--- src/rtl/instr_issue_pkg.sv ---
// instr_pkg -- shared definitions for the instruction issue block.
//   * state_t        : issue FSM states
//   * *_HI / *_LO    : bit positions of the MIPS instruction fields
//   * CTRL_*         : bit indices inside the 6-bit CONTROL word from the decoder
//   * ALU_OP_MUL     : ALU_OPCODE value that selects the multi-cycle multiplier
//   * flags_of()     : registered status outputs that belong to a given state
package instr_pkg;

    typedef enum logic [2:0] {
        ST_IDLE,
        ST_FETCH,
        ST_ISSUE,
        ST_MUL_HOLD,
        ST_HALT
    } state_t;

    // MIPS field positions
    localparam int OP_HI    = 31;
    localparam int OP_LO    = 26;
    localparam int RS_HI    = 25;
    localparam int RS_LO    = 21;
    localparam int RT_HI    = 20;
    localparam int RT_LO    = 16;
    localparam int RD_HI    = 15;
    localparam int RD_LO    = 11;
    localparam int FUNCT_HI = 5;
    localparam int FUNCT_LO = 0;
    localparam int IMM_HI   = 15;
    localparam int IMM_LO   = 0;

    // CONTROL bit indices
    localparam int CTRL_CE_MEM     = 0;
    localparam int CTRL_ALU_LO     = 1;
    localparam int CTRL_ALU_HI     = 2;
    localparam int CTRL_SEL_OPERAB = 3;
    localparam int CTRL_REG_WR     = 4;
    localparam int CTRL_SEL_DEST   = 5;

    localparam logic [1:0] ALU_OP_MUL = 2'b10;

    // Status outputs are a pure function of the state being entered, so the
    // FSM loads them together with the state register.
    typedef struct packed {
        logic req;
        logic hab;
        logic busy;
        logic halted;
    } state_flags_t;

    function automatic state_flags_t flags_of(input state_t s);
        state_flags_t f;
        f.req    = (s == ST_FETCH);
        f.hab    = (s == ST_ISSUE) || (s == ST_MUL_HOLD);
        f.busy   = (s != ST_IDLE) && (s != ST_HALT);
        f.halted = (s == ST_HALT);
        return f;
    endfunction

endpackage

--- src/rtl/instr_issue_if.sv ---
// instr_issue_if -- instruction-memory read port.
//   IMEM_REQ  : read request, held until acknowledged
//   IMEM_ADDR : word address (ADDR_W bits)
//   IMEM_ACK  : one-cycle pulse, IMEM_DATA valid in that cycle
//   IMEM_DATA : 32-bit instruction word
// master = issue unit, slave = instruction memory.
interface instr_issue_if #(
    parameter int ADDR_W = 8
);
    logic              IMEM_REQ;
    logic [ADDR_W-1:0] IMEM_ADDR;
    logic              IMEM_ACK;
    logic [31:0]       IMEM_DATA;

    modport master (output IMEM_REQ, IMEM_ADDR, input IMEM_ACK, IMEM_DATA);
    modport slave  (input IMEM_REQ, IMEM_ADDR, output IMEM_ACK, IMEM_DATA);
endinterface

--- src/rtl/instr_issue_fields.sv ---
// instr_fields -- registered splitter of a MIPS instruction word.
//   clk, srst : clock, synchronous active-high reset (clears all fields)
//   load      : capture data on this edge; otherwise fields hold
//   data      : 32-bit instruction word
//   op_code, funct, rs, rt, rd, imm16 : registered fields
module instr_fields
    import instr_pkg::*;
(
    input  logic        clk,
    input  logic        srst,
    input  logic        load,
    input  logic [31:0] data,
    output logic [5:0]  op_code,
    output logic [5:0]  funct,
    output logic [4:0]  rs,
    output logic [4:0]  rt,
    output logic [4:0]  rd,
    output logic [15:0] imm16
);

    always_ff @(posedge clk) begin
        if (srst) begin
            op_code <= '0;
            funct   <= '0;
            rs      <= '0;
            rt      <= '0;
            rd      <= '0;
            imm16   <= '0;
        end else if (load) begin
            op_code <= data[OP_HI:OP_LO];
            funct   <= data[FUNCT_HI:FUNCT_LO];
            rs      <= data[RS_HI:RS_LO];
            rt      <= data[RT_HI:RT_LO];
            rd      <= data[RD_HI:RD_LO];
            imm16   <= data[IMM_HI:IMM_LO];
        end
    end

endmodule

--- src/rtl/instr_issue.sv ---
// instr_issue -- sequential fetch/issue unit for MIPS-format instructions.
// Fetches words from PC=0 up to PC_LAST, hands the decoded fields to an
// external control decoder (HAB), holds the pipeline for multi-cycle
// multiplies, then halts until reset.
//   CLK, RESET  : clock, synchronous active-high reset
//   START       : level, starts a program run from IDLE
//   imem        : instruction-memory read port (instr_issue_if.master)
//   OP_CODE, FUNCT, RS, RT, RD, IMM16 : registered instruction fields
//   HAB         : decoder enable (ISSUE and MUL_HOLD)
//   CONTROL     : decoder output, sampled combinationally in ISSUE
//   ISSUED      : pulse in the last cycle of an instruction's issue
//   BUSY, HALTED: run status
//   ILLEGAL     : sticky illegal-instruction flag
// Build option: define ILLEGAL_TRAP_EN to trap an all-zero CONTROL word
// (sets ILLEGAL and halts at the trapping PC). Without it a zero CONTROL is
// a NOP and ILLEGAL is constant 0.
module instr_issue
    import instr_pkg::*;
#(
    parameter int ADDR_W     = 8,
    parameter int MUL_CYCLES = 3,
    parameter int PC_LAST    = 2**ADDR_W - 1
) (
    input  logic         CLK,
    input  logic         RESET,
    input  logic         START,
    instr_issue_if.master imem,
    output logic [5:0]   OP_CODE,
    output logic [5:0]   FUNCT,
    output logic [4:0]   RS,
    output logic [4:0]   RT,
    output logic [4:0]   RD,
    output logic [15:0]  IMM16,
    output logic         HAB,
    input  logic [5:0]   CONTROL,
    output logic         ISSUED,
    output logic         BUSY,
    output logic         HALTED,
    output logic         ILLEGAL
);

    localparam logic [ADDR_W-1:0] PC_END    = ADDR_W'(PC_LAST);
    localparam bit                MUL_MULTI = (MUL_CYCLES > 1);
    localparam int                MUL_LOAD_I = MUL_MULTI ? (MUL_CYCLES - 2) : 0;
    localparam logic [3:0]        MUL_LOAD  = 4'(MUL_LOAD_I);

    state_t            state_reg;
    state_flags_t      flags_reg;
    logic [ADDR_W-1:0] pc_reg;
    logic [3:0]        mul_cnt_reg;

    logic              is_mul;
    logic              trap_now;
    logic              at_last;
    state_t            adv_state;
    logic [ADDR_W-1:0] pc_adv;
    logic              unused_ctrl;

    // Only the ALU opcode steers the issue unit; the remaining decoder bits
    // matter only for the zero-word trap.
    assign unused_ctrl = ^{CONTROL[CTRL_CE_MEM], CONTROL[CTRL_SEL_OPERAB],
                           CONTROL[CTRL_REG_WR], CONTROL[CTRL_SEL_DEST]};

    assign is_mul = MUL_MULTI && (CONTROL[CTRL_ALU_HI:CTRL_ALU_LO] == ALU_OP_MUL);

`ifdef ILLEGAL_TRAP_EN
    logic illegal_reg;
    assign trap_now = (state_reg == ST_ISSUE) && (CONTROL == 6'b000000);
    assign ILLEGAL  = illegal_reg;
`else
    assign trap_now = 1'b0;
    assign ILLEGAL  = 1'b0;
`endif

    // PC never wraps: the last address halts instead of incrementing.
    assign at_last   = (pc_reg == PC_END);
    assign adv_state = at_last ? ST_HALT : ST_FETCH;
    assign pc_adv    = at_last ? pc_reg : pc_reg + ADDR_W'(1);

    // ISSUED depends on CONTROL in the ISSUE cycle, so it cannot be a flop.
    assign ISSUED = ((state_reg == ST_ISSUE) && !trap_now && !is_mul) ||
                    ((state_reg == ST_MUL_HOLD) && (mul_cnt_reg == 4'd0));

    assign imem.IMEM_REQ  = flags_reg.req;
    assign imem.IMEM_ADDR = pc_reg;
    assign HAB            = flags_reg.hab;
    assign BUSY           = flags_reg.busy;
    assign HALTED         = flags_reg.halted;

    always_ff @(posedge CLK) begin
        if (RESET) begin
            state_reg   <= ST_IDLE;
            flags_reg   <= '0;
            pc_reg      <= '0;
            mul_cnt_reg <= '0;
`ifdef ILLEGAL_TRAP_EN
            illegal_reg <= 1'b0;
`endif
        end else begin
            unique case (state_reg)
                ST_IDLE: begin
                    if (START) begin
                        pc_reg    <= '0;
                        state_reg <= ST_FETCH;
                        flags_reg <= flags_of(ST_FETCH);
                    end
                end
                ST_FETCH: begin
                    if (imem.IMEM_ACK) begin
                        state_reg <= ST_ISSUE;
                        flags_reg <= flags_of(ST_ISSUE);
                    end
                end
                ST_ISSUE: begin
                    if (trap_now) begin
`ifdef ILLEGAL_TRAP_EN
                        illegal_reg <= 1'b1;
`endif
                        state_reg <= ST_HALT;
                        flags_reg <= flags_of(ST_HALT);
                    end else if (is_mul) begin
                        mul_cnt_reg <= MUL_LOAD;
                        state_reg   <= ST_MUL_HOLD;
                        flags_reg   <= flags_of(ST_MUL_HOLD);
                    end else begin
                        pc_reg    <= pc_adv;
                        state_reg <= adv_state;
                        flags_reg <= flags_of(adv_state);
                    end
                end
                ST_MUL_HOLD: begin
                    if (mul_cnt_reg == 4'd0) begin
                        pc_reg    <= pc_adv;
                        state_reg <= adv_state;
                        flags_reg <= flags_of(adv_state);
                    end else begin
                        mul_cnt_reg <= mul_cnt_reg - 4'd1;
                    end
                end
                ST_HALT: begin
                    // Only RESET leaves HALT.
                end
                default: begin
                    state_reg <= ST_IDLE;
                    flags_reg <= flags_of(ST_IDLE);
                end
            endcase
        end
    end

    // Fields load only on an acknowledged fetch; stray ACKs are ignored.
    instr_fields u_fields (
        .clk     (CLK),
        .srst    (RESET),
        .load    ((state_reg == ST_FETCH) && imem.IMEM_ACK),
        .data    (imem.IMEM_DATA),
        .op_code (OP_CODE),
        .funct   (FUNCT),
        .rs      (RS),
        .rt      (RT),
        .rd      (RD),
        .imm16   (IMM16)
    );

endmodule
--- src/flat_wrapper.sv ---
// flat-port wrapper written by rule: the top's interface ports become plain ports
module instr_issue_flat import instr_pkg::*;
#(
    parameter int ADDR_W     = 8,
    parameter int MUL_CYCLES = 3,
    parameter int PC_LAST    = 2**ADDR_W - 1
)
  (CLK, RESET, START, OP_CODE, FUNCT, RS, RT, RD, IMM16, HAB, CONTROL, ISSUED, BUSY, HALTED, ILLEGAL, imem_IMEM_REQ, imem_IMEM_ADDR, imem_IMEM_ACK, imem_IMEM_DATA);
  instr_issue_if #(.ADDR_W(ADDR_W)) imem_i ();
  input  logic CLK;
  input  logic RESET;
  input  logic START;
  output logic [5:0] OP_CODE;
  output logic [5:0] FUNCT;
  output logic [4:0] RS;
  output logic [4:0] RT;
  output logic [4:0] RD;
  output logic [15:0] IMM16;
  output logic HAB;
  input  logic [5:0] CONTROL;
  output logic ISSUED;
  output logic BUSY;
  output logic HALTED;
  output logic ILLEGAL;
  output wire logic [$bits(imem_i.IMEM_REQ)-1:0] imem_IMEM_REQ;
  output wire logic [$bits(imem_i.IMEM_ADDR)-1:0] imem_IMEM_ADDR;
  input wire logic [$bits(imem_i.IMEM_ACK)-1:0] imem_IMEM_ACK;
  input wire logic [$bits(imem_i.IMEM_DATA)-1:0] imem_IMEM_DATA;
  assign imem_IMEM_REQ = imem_i.IMEM_REQ;
  assign imem_IMEM_ADDR = imem_i.IMEM_ADDR;
  assign imem_i.IMEM_ACK = imem_IMEM_ACK;
  assign imem_i.IMEM_DATA = imem_IMEM_DATA;
  instr_issue #(.ADDR_W(ADDR_W), .MUL_CYCLES(MUL_CYCLES), .PC_LAST(PC_LAST)) u_core (.CLK(CLK), .RESET(RESET), .START(START), .imem(imem_i), .OP_CODE(OP_CODE), .FUNCT(FUNCT), .RS(RS), .RT(RT), .RD(RD), .IMM16(IMM16), .HAB(HAB), .CONTROL(CONTROL), .ISSUED(ISSUED), .BUSY(BUSY), .HALTED(HALTED), .ILLEGAL(ILLEGAL));
endmodule
--- config.mk ---
export PLATFORM = sky130hd
export DESIGN_NAME = instr_issue_flat
export DESIGN_NICKNAME = d
export VERILOG_FILES = /design/src/rtl/instr_issue_pkg.sv /design/src/rtl/instr_issue_if.sv /design/src/rtl/instr_issue_fields.sv /design/src/rtl/instr_issue.sv /design/src/flat_wrapper.sv
export SDC_FILE = /design/constraint.sdc
export NUM_CORES = 1
export LEC_CHECK = 0
export BUFFER_PORTS_ARGS = -buffer_cell sky130_fd_sc_hd__clkbuf_2
export CAP_MARGIN = 20
export CORE_MARGIN = 2
export CORE_UTILIZATION = 30
export DETAILED_ROUTE_END_ITERATION = 10
export GPL_TIMING_DRIVEN = 1
export PLACE_DENSITY = 0.58
export SYNTH_ARGS = -nofsm -noshare
export SYNTH_HDL_FRONTEND = slang
export SYNTH_SLANG_ARGS = --single-unit
--- constraint.sdc ---
create_clock -name CLK -period 1.84 [get_ports CLK]
set_input_delay 0.184 -clock CLK [delete_from_list [all_inputs] [get_ports CLK]]
set_output_delay 0.184 -clock CLK [all_outputs]
set_load 0.01 [all_outputs]
==> metrics.md, run 1 <==
| Metric | Value |
|---|---|
| Met2 WL | `around 2500 um` |
| Share of layout cells above drive strength 1 | `0.396` |
| # clock sinks | `49` |
| Fmax achieved | `552 MHz` |
| Max-cap violations | `0` |
| Status | `complete, no violations` |
| Hold Slack | `0.0919 ns` |
| DR WL/cell | `11.6 um` |
| H-Tree Depth | `2` |
| Most frequent cell after synthesis | `nand2_1` |
| Tot GR Track Use | `0.138` |
| Initial Util | `0.310` |
| Hold_buf cts | `0` |
| Design area | `2860 um^2` |
| DP Area | `approximately 2700 um^2` |
| Clock latency on the worst-skew pair | `0.30 ns` |
| Diode count | `0` |
| Worst path arrival time | `~2.0 ns` |
| Most frequent cells after synthesis | `73 x nand2_1, 49 x dfxtp_1, 44 x a21oi_1` |
| Number of synthesized register bits | `49` |
| Drt pass-1 iters | `4` |
| Required @ worst endpoint | `around 2.0 ns` |
| Root Buffer | `clkbuf_8` |
| EDFF count, synth | `0` |
| Cell area after synthesis | `2120 um^2` |
| Hold path depth | `3` |
| # rows | `30` |
| Endpoints failing setup | `0` |
| CTS Buffer Depth | `2` |
| Fin Clk Skew | `0.00856 ns` |
| Tcrit/Tclk final | `0.984` |
| Chip Width | `88.1 um` |
| Critical path type | `reg -> reg` |
| PwrDens | `~760 nW/um^2` |
| HPWL Detailed | `about 3800 um` |
| Syn Nets | `310` |
| Core footprint | `6830 um^2` |
| Syn avg cell area | `8.00 um^2` |
| Switching pwr | `622 uW` |
| Critical path capture point type | `flop` |
| Async set-reset flop share out of synthesis | `0` |
| Crit path max fanout | `5` |
| Ys flop type | `dfxtp_1` |
| Worst vdd ir | `0.249 mV` |
| Post-Syn Instances | `roughly 270` |
| Uppermost layer routed | `met4` |
| Switching power share of the total | `0.286` |
| Fin. Hold Viols | `0` |
| Vias in the first global route | `1,862` |
| LEAKAGE | `0.00128 uW` |
| Sequential fraction of design power | `0.527` |
| Critical Path Start Type | `flop` |
| Global-route wire length before repair | `8440 um` |
| Filler cells | `around 740` |
| Worst R2R Start | `u_core.mul_cnt_reg[0]` |
| Synth area leaders | `dfxtp_1 46%, nand2_1 13%, a21oi_1 10%` |
| Final Util | `0.418` |
| Nets | `405` |
| Routed Antenna Nets | `0` |
| DR vias | `2,078` |
| Clock power frac | `0.290` |
| Share of power burned in combinational logic | `0.183` |
| # port buffers | `between 90 and 100` |
| Cells after DPL | `446` |
| TritonCTS clock tree | `built` |
| Area grow syn2layout | `34.7%` |
| Post-synth cell types | `39` |
| R2R Setup Slk | `0.03 ns` |
| Number of vias per cell | `4.55` |
| Drt drc | `0` |
| Met1 WL | `2410 um` |
| Die height | `slightly below 90 um` |
| Starting DRC count in detailed routing | `68` |
| Unrepaired setup endpoints after global routing | `true` |
| Post-synth top area share | `0.463` |
| Hold EP | `u_core.u_fields.rt[2]` |
| Post-synthesis sequential area ratio | `0.463` |
| Yosys Warn Count | `0` |
| Int Power | `1550 uW` |
| Final non-filler cell total | `457` |
| Slew Limit Fails | `0` |
| GP Congestion | `0.796` |
| Final wirelength | `5300 um` |
| Max FFs per register | `8` |
| TritonCTS buffer count | `5` |
| Number of I/O pins | `99` |
| Hold Crit Start | `imem_IMEM_DATA[18]` |
| Post-layout min period | `1.81 ns` |
| FF-to-FF path depth | `7` |
| Clock transition at the registers of the reported paths | `0.10 ns` |
| Worst reg2reg endpoint | `u_core.imem.IMEM_ADDR[4]` |
| Hold Crit Class | `in -> reg` |
| Die area | `7760 um^2` |
| Aggregate global routing overflow | `0` |
| Met3 wire len | `roughly 310 um` |
| Initial antenna violation count | `0` |
| Largest net degree at the start of global routing | `24` |
| Post-synth top area cell | `dfxtp_1` |
| Sum Neg Setup Slack | `0 ns` |
repair_timing:
action                                 in CTS  in global routing
cloned                                      1                  0
gates resized for setup                     3                 14
pin swaps                                   0                  3
endpoints found under the hold margin       0                  0
setup buffers                               0                  2
setup endpoints to repair                   4                 13
logic make-up after synthesis:
kind of cell               count (synthesis)  synth area share
AOI/OAI and AO/OA                         62             0.175
xor gates and xnor gates                   2           0.00826
adders and majority gates                  3            0.0177
buffers and inverters                     31            0.0785
DFF                                       49             0.463
muxes                                      3            0.0142
other                                      1           0.00177
and+or+nand+nor                          114             0.242
placed cells by master (no fill, tap or decap), types with 3 or more instances in the layout:
cell type / netlist / final
clkbuf_2: 0 / 92
nand2_1: 73 / 72
dfxtp_1: 49 / 46
a21oi_1: 44 / 43
buf_4: 13 / 20
nor2_1: 13 / 13
o21ai_0: 6 / 6
clkbuf_8: 0 / 5
nand2b_1: 4 / 4
nor3_1: 4 / 4
and3_1: 3 / 3
mux2i_1: 3 / 3
nand3_1: 3 / 3
per-stage QoR:
| step | setup slack, ns | total power, uW |
|---|---|---|
| after global placement | 0.0254 | 1540 |
| after global routing | -0.0654 | 2310 |
| after floorplan | 0.00920 | 1400 |
| after detailed placement | -0.00823 | 1550 |
| after CTS | 0.00378 | 2200 |
| final | 0.0291 | 2170 |
per-layer routing:
layer  vias up  global-route usage
met5         -                   0
met4         0              0.0523
met3         5              0.0330
met2        59               0.228
met1       950               0.174
li1       1064                   -
power by group through the flow:
stage	Combinational [uW]	Sequential [uW]	Clock, uW
6_report	397	1140	630
5_1_grt	444	1150	710
4_1_cts	388	1150	666
3_5_place_dp	380	1170	0
3_3_place_gp	374	1170	0
2_1_floorplan	208	1190	0
worst max-delay path by stage:
stage / startpoint / slack [ns] / end
floorplan: u_core.imem.IMEM_ADDR[0] / 0.009 / u_core.imem.IMEM_ADDR[3]
global placement: u_core.mul_cnt_reg[0] / 0.03 / u_core.imem.IMEM_ADDR[3]
detailed placement: u_core.mul_cnt_reg[0] / -0.008 / u_core.imem.IMEM_ADDR[7]
CTS: u_core.mul_cnt_reg[0] / 0.004 / ISSUED
global route: u_core.mul_cnt_reg[0] / -0.07 / u_core.imem.IMEM_ADDR[7]
finish: u_core.mul_cnt_reg[0] / 0.03 / u_core.imem.IMEM_ADDR[4]
area by class of cell:
type                    count  area, um^2  share of cell area
clock inverters             3        17.5             0.00613
multi-input cells         186        1020               0.358
clock buffers               5        68.8              0.0241
repair buffers            114         627               0.219
well taps                  96         120              0.0420
inverters                   4        15.0             0.00525
flip-flops and latches     49         987               0.345
worst max-delay path: stages, from the launching register on:
cell and delay [ns]:
dfxtp_2 0.33, inv_2 0.05, ha_1 0.12, or3b_4 0.39, o2bb2ai_4 0.18, a2111o_4 0.41
o21ai_2 0.15, a21oi_1 0.07
Note: power is estimated with default switching activity, not from simulation.
==> inputs of run 2 (changes only) <==
--- a/config.mk
+++ b/config.mk
@@ -7,11 +7,13 @@
 export LEC_CHECK = 0
 export BUFFER_PORTS_ARGS = -buffer_cell sky130_fd_sc_hd__clkbuf_2
 export CAP_MARGIN = 20
+export CELL_PAD_IN_SITES_DETAIL_PLACEMENT = 0
+export CELL_PAD_IN_SITES_GLOBAL_PLACEMENT = 1
 export CORE_MARGIN = 2
-export CORE_UTILIZATION = 30
+export CORE_UTILIZATION = 29
 export DETAILED_ROUTE_END_ITERATION = 10
 export GPL_TIMING_DRIVEN = 1
-export PLACE_DENSITY = 0.58
+export PLACE_DENSITY = 0.82
 export SYNTH_ARGS = -nofsm -noshare
 export SYNTH_HDL_FRONTEND = slang
 export SYNTH_SLANG_ARGS = --single-unit
==> metrics.md, run 2 (synthesis results as in run 1) <==
| Metric | Value |
|---|---|
| Status | `finished with violations` |
| Failing checks | `setup timing` |
| Fmax achieved | `541 MHz (-2.0%)` |
| Setup WS pre-CTS | `-0.0448 ns (-0.0366 ns)` |
| Largest net degree at the start of global routing | `33 (+38%)` |
| Initial antenna violation count | `0 (unchanged)` |
| Core footprint | `7180 um^2 (+5.0%)` |
| Unrepaired setup endpoints after global routing | `true` |
| Pwr Total | `2280 uW (+5.0%)` |
| Tcrit/Tclk final | `1.00 (+0.0201)` |
| # port buffers | `93 (unchanged)` |
| Initial Util | `0.296 (-0.0149)` |
| Critical path type | `reg -> reg` |
| Die height | `89.5 um (+1.6%)` |
| Area grow syn2layout | `36.1%` |
| GP Congestion | `0.814 (+2.3%)` |
| LEAKAGE | `0.00129 uW (+0.96%)` |
| Worst-path cell chain | `inv_2, ha_1, or3b_4, o2bb2ai_4, a2111o_4, o21ai_1, a21oi_1` |
| Slew Limit Fails | `0 (unchanged)` |
| # clock sinks | `49 (unchanged)` |
| Slew @ Worst Pin | `0.574 ns` |
| Root Buffer | `clkbuf_8` |
| Max FFs per register | `8 (unchanged)` |
| Tot GR Track Use | `0.124 (-0.0140)` |
| DR vias | `2,057 (-1.0%)` |
| Vias in the first global route | `1,684 (-9.6%)` |
| Clock transition at the registers of the reported paths | `0.08 ns (-0.02 ns)` |
| Hold Slack | `0.102 ns (+0.00969 ns)` |
| Worst vdd ir | `0.312 mV (+25%)` |
| Share of layout cells above drive strength 1 | `0.388 (-0.00785)` |
| Drt pass-1 iters | `4 (unchanged)` |
| Clock latency on the worst-skew pair | `0.29 ns (about the same)` |
| Final wirelength | `5260 um (-0.74%)` |
| Diode count | `0 (unchanged)` |
| TritonCTS buffer count | `5 (unchanged)` |
| Number of vias per cell | `4.50 (-1.0%)` |
| Required @ worst endpoint | `2.00 ns (-0.02 ns)` |
| Critical Path Start Type | `flop` |
| Post-layout min period | `1.85 ns (+0.0369 ns)` |
| Starting DRC count in detailed routing | `74 (+8.8%)` |
| Leading cell types in the layout, fill and taps excluded | `92 x clkbuf_2, 72 x nand2_1, 46 x dfxtp_1` |
| Nets | `403 (-0.49%)` |
| H-Tree Depth | `2 (unchanged)` |
| Highest-delay cell along the critical path | `a2111o_4` |
| Slew HR | `0.617` |
| R2R Setup Slk | `-0.008 ns (-0.04 ns)` |
| Critical path capture point type | `flop` |
| Sum Neg Setup Slack | `-0.00806 ns (-0.00806 ns)` |
| Fin worst setup slack | `-0.00783 ns (-0.0369 ns)` |
| Chip Width | `89.5 um (+1.6%)` |
| Critical Path Max Stage Delay | `0.41 ns (about the same)` |
| Leading cell type in the layout, fill and taps excluded | `clkbuf_2` |
| Drt drc | `0 (unchanged)` |
| DR WL/cell | `11.5 um (-0.74%)` |
| Hold_buf cts | `0 (unchanged)` |
| Worst path arrival time | `2.00 ns (about the same)` |
| Crit path max fanout | `5 (unchanged)` |
| Routed Antenna Nets | `0 (unchanged)` |
| PwrDens | `790 nW/um^2 (+4.0%)` |
| DP Area | `2710 um^2 (+0.51%)` |
| Global-route wire length before repair | `7780 um (-7.8%)` |
| Fin Clk Skew | `0.00290 ns (-0.00566 ns)` |
| Hold Crit Class | `in -> reg` |
| TritonCTS clock tree | `built` |
| Aggregate global routing overflow | `0 (unchanged)` |
| Endpoints failing setup | `2 (+2)` |
| Die area | `8010 um^2 (+3.3%)` |
| Fin. Hold Viols | `0 (unchanged)` |
| Design area | `2890 um^2 (+1.0%)` |
| Number of I/O pins | `99 (unchanged)` |
| HPWL Detailed | `3680 um (-2.3%)` |
| Max-cap violations | `0 (unchanged)` |
| # rows | `31 (+3.3%)` |
| CTS Buffer Depth | `2 (unchanged)` |
run 2: changes by cell type in the layout (fill, tap and decap cells not counted), moves of 2 or more:
cell | before | now
buf_12 | 0 | 2
buf_4 | 20 | 15
o21ai_1 | 0 | 2
o21ai_2 | 2 | 0
run 2: where the power goes:
group | leakage [uW] | switching, uW | internal, uW
logic | 0.000840 | 225 | 178
clock network | 0.0000540 | 338 | 395
registers | 0.000399 | 31.1 | 1110
total | 0.00129 | 595 | 1690
run 2: path summary, 6_finish.rpt:
check / endpoint / cells after the start / startpoint
max reg2reg: u_core.imem.IMEM_ADDR[4] / 7 / u_core.mul_cnt_reg[1]
max: u_core.imem.IMEM_ADDR[4] / 7 / u_core.mul_cnt_reg[1]
min reg2reg: u_core.u_fields.imm16[9] / 2 / u_core.u_fields.imm16[9]
min: u_core.u_fields.rd[0] / 3 / imem_IMEM_DATA[11]
run 2: worst max-delay path: cells and delay by family (launching register included):
kind / cells / cell delay, ns
simple gates: 1 / 0.39
flops: 1 / 0.34
fa+ha+maj: 1 / 0.12
buf+inv: 1 / 0.05
compound gates: 4 / 0.82
run 2: metrics by stage:
stage	std cells	utilization
2_1_floorplan	265	-
3_3_place_gp	447	0.378
3_5_place_dp	447	0.378
4_1_cts	456	0.397
5_1_grt	457	0.402
6_report	457	0.402
run 2: cell type report:
class | count | area, um^2
Inverter | 4 | 15.0
Clock inverter | 2 | 35.0
Fill cell | 759 | 4290
Sequential cell | 49 | 985
Multi-Input combinational cell | 186 | 1020
Clock buffer | 5 | 68.8
Tap cell | 99 | 124
Timing Repair Buffer | 112 | 641
run 2: what timing repair did:
action,4_1_cts,5_1_grt
buffers inserted,1,1
setup endpoints to repair,7,11
cloned,1,0
resized for setup,5,11
endpoints found under the hold margin,0,0
pin swaps,1,1
run 2: per-layer routing:
metal	up-vias	routed length [um]	GRT usage
li1	1055	-	-
met1	940	2300	0.152
met2	57	2620	0.213
met3	5	311	0.0342
met4	0	34	0.0326
met5	-	0	0
